$ cat config.mk
export PLATFORM = sky130hd
export DESIGN_NAME = opram_wr_arbiter
export DESIGN_NICKNAME = d
export VERILOG_FILES = /design/src/rtl/opram_pkg.sv /design/src/rtl/rr_pick.sv /design/src/rtl/opram_wr_arbiter.sv
export SDC_FILE = /design/constraint.sdc
export NUM_CORES = 1
export LEC_CHECK = 0
export CELL_PAD_IN_SITES_DETAIL_PLACEMENT = 1
export CELL_PAD_IN_SITES_GLOBAL_PLACEMENT = 1
export CORE_UTILIZATION = 36
export DETAILED_ROUTE_END_ITERATION = 6
export PLACE_DENSITY_LB_ADDON = 0.08
export SKIP_CTS_REPAIR_TIMING = 1
export SLEW_MARGIN = 25
export SYNTH_ARGS = -nofsm -noshare
export SYNTH_HDL_FRONTEND = slang
export SYNTH_HIERARCHICAL = 1
export SYNTH_SLANG_ARGS = --single-unit
$ cat constraint.sdc
create_clock -name clk -period 9.8 [get_ports clk]
set_input_delay 1.96 -clock clk [delete_from_list [all_inputs] [get_ports clk]]
set_output_delay 1.96 -clock clk [all_outputs]
set_load 0.01 [all_outputs]
$ cat src/rtl/opram_pkg.sv
// rtl/opram_pkg.sv - shared sizes and types for the operand-ready LUTRAM write path
package opram_pkg;

  localparam int OPRAM_DEPTH = 32;
  localparam int OPRAM_AW    = 5;
  localparam int OPRAM_DW    = 2;

  typedef enum logic {ARB_INIT, ARB_RUN} arb_state_e;

  typedef logic [OPRAM_AW-1:0] opram_addr_t;

endpackage

$ cat src/rtl/rr_pick.sv
// rtl/rr_pick.sv - combinational round-robin one-hot picker
// With OPRAM_ARB_PRIO0_EN defined, req[0] wins outright before the rotating search.
module rr_pick #(
  parameter int NREQ = 4,
  parameter int PW   = (NREQ > 1) ? $clog2(NREQ) : 1
) (
  input  logic [NREQ-1:0] req,
  input  logic [PW-1:0]   ptr,
  output logic [NREQ-1:0] grant,
  output logic [PW-1:0]   grant_idx
);

  logic          found;
  logic [PW:0]   sum;
  logic [PW-1:0] idx;

  always_comb begin
    grant     = '0;
    grant_idx = '0;
    found     = 1'b0;
    sum       = '0;
    idx       = '0;
`ifdef OPRAM_ARB_PRIO0_EN
    if (req[0]) begin
      grant[0] = 1'b1;
      found    = 1'b1;
    end
`endif
    // Walk upward from ptr, wrapping modulo NREQ; first hit wins.
    for (int k = 0; k < NREQ; k++) begin
      sum = {1'b0, ptr} + (PW+1)'(k);
      if (sum >= (PW+1)'(NREQ)) sum = sum - (PW+1)'(NREQ);
      idx = sum[PW-1:0];
      if (!found && req[idx]) begin
        found      = 1'b1;
        grant[idx] = 1'b1;
        grant_idx  = idx;
      end
    end
  end

endmodule

$ cat src/rtl/opram_wr_arbiter.sv
// rtl/opram_wr_arbiter.sv - write-port arbiter and init sweep for the operand-ready LUTRAM
// OPRAM_ARB_PRIO0_EN gives requester 0 fixed top priority over the round-robin group.
module opram_wr_arbiter
  import opram_pkg::*;
#(
  parameter int             NREQ     = 4,
  parameter int             DEPTH    = OPRAM_DEPTH,
  parameter int             AW       = OPRAM_AW,
  parameter int             DW       = OPRAM_DW,
  parameter logic [DW-1:0]  INIT_VAL = '0
) (
  input  logic              clk,
  input  logic              rst,
  input  logic              flush,
  input  logic [NREQ-1:0]   req_valid,
  input  logic [NREQ*AW-1:0] req_addr,
  input  logic [NREQ*DW-1:0] req_data,
  output logic [NREQ-1:0]   req_ready,
  output logic              init_busy,
  output logic              ram_wen,
  output logic [AW-1:0]     ram_aw,
  output logic [DW-1:0]     ram_di
);

  localparam int PW = (NREQ > 1) ? $clog2(NREQ) : 1;

  arb_state_e    state, state_nxt;
  logic [AW-1:0] cnt;
  logic [PW-1:0] ptr, ptr_nxt;
  logic [NREQ-1:0] grant;
  logic [PW-1:0] grant_idx;
  logic          granted;
  logic [AW-1:0] sel_addr;
  logic [DW-1:0] sel_data;

  rr_pick #(.NREQ(NREQ), .PW(PW)) u_pick (
    .req       (req_valid),
    .ptr       (ptr),
    .grant     (grant),
    .grant_idx (grant_idx)
  );

  always_ff @(posedge clk) begin
    if (rst) state <= ARB_INIT;
    else     state <= state_nxt;
  end

  always_comb begin
    state_nxt = state;
    req_ready = '0;
    case (state)
      ARB_INIT: if (cnt == AW'(DEPTH-1)) state_nxt = ARB_RUN;
      ARB_RUN:  req_ready = grant;
      default:  state_nxt = ARB_INIT;
    endcase
    if (flush) begin
      state_nxt = ARB_INIT;
      req_ready = '0;
    end
  end

  assign granted = |req_ready;
  assign ptr_nxt = (grant_idx == PW'(NREQ-1)) ? '0 : grant_idx + PW'(1);

  always_comb begin
    sel_addr = '0;
    sel_data = '0;
    for (int i = 0; i < NREQ; i++) begin
      if (grant[i]) begin
        sel_addr = req_addr[i*AW +: AW];
        sel_data = req_data[i*DW +: DW];
      end
    end
  end

  // Flush behaves like an idle cycle on the write port; the sweep starts next cycle.
  always_ff @(posedge clk) begin
    if (rst) begin
      cnt       <= '0;
      ptr       <= '0;
      ram_wen   <= 1'b0;
      ram_aw    <= '0;
      ram_di    <= '0;
      init_busy <= 1'b1;
    end else if (flush) begin
      cnt       <= '0;
      ram_wen   <= 1'b0;
      init_busy <= 1'b1;
    end else if (state == ARB_INIT) begin
      ram_wen <= 1'b1;
      ram_aw  <= cnt;
      ram_di  <= INIT_VAL;
      cnt     <= cnt + AW'(1);
      if (cnt == AW'(DEPTH-1)) init_busy <= 1'b0;
    end else if (granted) begin
      ram_wen <= 1'b1;
      ram_aw  <= sel_addr;
      ram_di  <= sel_data;
`ifdef OPRAM_ARB_PRIO0_EN
      if (grant_idx != '0) ptr <= ptr_nxt;
`else
      ptr <= ptr_nxt;
`endif
    end else begin
      ram_wen <= 1'b0;
    end
  end

endmodule
==> flow_summary.toml <==
[critical_path]
crit_arrival_ns = 4.67
crit_end = "req_ready[3]"
r2r_slack_ns = 6.20
critPathLaunch = "req_valid[3]"
r2r_end = "ram_aw[4]$_SDFFE_PP0P_"
r2r-start = "ptr[0]$_SDFFE_PP0P_"
worst_r2r_path_depth = 10
cp_max_fo = 18
critPathLaunchType = "input port"
critPathKind = "input port to output port"
cp-end-kind = "output port"
required_ns = 7.84

[route]
drt_iter0_markers = 28
wl_per_cell_um = 16.0
first_pass_iters = 4
ant_nets = 0
wl_mm = 4.19
routed_via_density = 5.56
vias = 1450
drc_errors = 0

[clock_tree]
htreeDepth = 1
clk_latency_ns = 0.25
cts_tree = "yes"
clockBufferDepth = 2
cts_sinks = 17
clk_pin_slew_worst_paths_ns = 0.06
cts_buffers = 3
cts-root-buf = "clkbuf_8"

[power_and_ir_drop]
power_mw = 0.158
peakVddDrop_uv = 114
p_leak_nw = 0.740
power_density_nw_per_um2 = 79.0

[placement]
port_buffers = 47
gp_congestion = 0.749
dp_hpwl_mm = 3.24
placed_area_um2 = 1950

[grt]
grtUsageTotal = 0.187
grt_pass1_wl_mm = 6.40
grt_max_degree = 20
overflow = 0
grt_pass1_vias = 1367
antenna_found_initial = 0

[status]
outcome = "completed"

[floorplanning]
fp.coreArea_um2 = 4000
ioPinCount = 48
initial_core_util = 0.377
die_h_um = 66.7
die_w_um = 66.7
core.rowCount = 23
dieArea_um2 = 4450

[logic_synthesis]
synth_top_cell_area_share = 0.226
ys_seq_area_frac = 0.226
synth_edf_count = 0
ys_top_cells_by_area = "dfxtp_1, ha_1, o41ai_2, nand2_1, nor2_1"
ys_ff_latch = 17
synthFlopType = "dfxtp_1"
yosys_warnings = 6
yosysUniqueCellTypes = 47
synthCells = 176
syn_nets = 219
netlist_area_um2 = 1510
async_flop_share = 0
synth_top_area_cell = "dfxtp_1"
syn_area_per_cell_um2 = 8.57

[timing]
fin_setup_tns_ns = 0
fmax_mhz = 151
drv_slew = 0
hold_viol = 0
worst_hold_slack_ns = 0.465
timing.final.crit_share = 0.676
setup_viol = 0
finalWorstPathRequiredPeriod_ns = 6.63
slew_headroom = 0.528
grt_setup_unrepaired = "no"
tightest_slew_ns = 0.707
finClkSkew_ns = 0.00420

[flow_run]
maxCapViolCount = 0

[final_layout]
layout-drive-gt1-share = 0.114
fin_nets = 255
antenna_cells = 0
design_area_um2 = 2000
syn_to_final_growth_pct = 32.4

[worst_hold_path]
hp-class = "flip-flop to flip-flop"
## worst max-delay path, cell delays in order
cell             delay [ns]
clkdlybuf4s50_1        0.57
mux4_2                 0.64
or2_4                  0.28
nor2b_4                0.15
a221o_2                0.36
and2_1                 0.18
clkdlybuf4s50_1        0.52
## power by group
part | switching [mW] | total [mW] | leakage [nW] | internal (mW)
combinational | 0.0153 | 0.0365 | 0.576 | 0.0212
clock | 0.0226 | 0.0508 | 0.0255 | 0.0282
sequential | 0.000654 | 0.0706 | 0.138 | 0.0700
total | 0.0386 | 0.158 | 0.740 | 0.119
## final cells by class
cell class | instances | area [µm²]
timing repair buffer | 47 | 470
clock buffer | 3 | 41.3
multi-input combinational | 140 | 1070
tap | 50 | 62.6
sequential | 17 | 340
inverter | 3 | 11.3
fill | 475 | 2000
clock inverter | 1 | 5.00
## routing by layer
metal / vias to the layer above / track usage / part of all wire / routed length [µm]
met2: 44 / 0.319 / 0.47 / 1950
li1: 714 / - / - / -
met5: - / 0 / 0 / 0
met4: 0 / 0.0160 / 0 / 0
met1: 692 / 0.251 / 0.48 / 2010
met3: 0 / 0.0342 / 0.054 / 225
## logic make-up after synthesis
kind of cell    after synthesis  share of synthesized area
compound gates               46                      0.269
xor+xnor                      3                     0.0174
fa+ha+maj                     8                     0.0663
buf+inv                      19                     0.0672
flops                        17                      0.226
mux                           9                     0.0846
simple gates                 74                      0.270
## state kept, by name (all words and copies together), names as in the netlist
register   cells
ram_di         2
ptr            2
state          1
ram_aw         5
init_busy      1
ram_wen        1
cnt            5
## how the worst min path moves through the flow
stage	cells after the start	start	end	slack (ns)
after detailed placement	1	init_busy$_SDFFE_PP1P_	init_busy$_SDFFE_PP1P_	0.45
after CTS	1	init_busy$_SDFFE_PP1P_	init_busy$_SDFFE_PP1P_	0.47
after global routing	1	init_busy$_SDFFE_PP1P_	init_busy$_SDFFE_PP1P_	0.50
final	1	init_busy$_SDFFE_PP1P_	init_busy$_SDFFE_PP1P_	0.47
after global placement	1	init_busy$_SDFFE_PP1P_	init_busy$_SDFFE_PP1P_	0.44
after floorplan	2	ram_di[0]$_SDFFE_PP0P_	ram_di[0]$_SDFFE_PP0P_	0.48
## stage by stage
step / std cells / worst slack, ns / util
final: 261 / 3.17 / 0.500
after global routing: 261 / 3.01 / 0.500
after CTS: 261 / 3.15 / 0.500
after detailed placement: 257 / 3.14 / 0.488
after global placement: 257 / 3.28 / 0.488
after floorplan: 176 / 4.04 / -
## synth_stat cells (4+ instances only)
library cell  count
nor2_1           19
buf_2             6
o21ai_0          10
and2_1            4
ha_1              8
mux2i_1           6
a221o_2           4
nor2b_1           9
nand3b_1          5
a221oi_1          4
o311a_1           5
dfxtp_1          17
nand2_1          19
o41ai_2           5
## cell usage in the layout, fill, tap and decap left out, drive strengths merged, types with 4 or more instances in the layout
| cell | count |
|---|---|
| a221o | 4 |
| a221oi | 5 |
| and2 | 4 |
| clkdlybuf4s50 | 47 |
| dfxtp | 17 |
| ha | 8 |
| mux2i | 6 |
| nand2 | 19 |
| nand3b | 5 |
| nor2 | 19 |
| nor2b | 11 |
| o21ai | 10 |
| o311a | 5 |
| o41ai | 5 |
No activity file was read; power rests on OpenSTA's default activity.
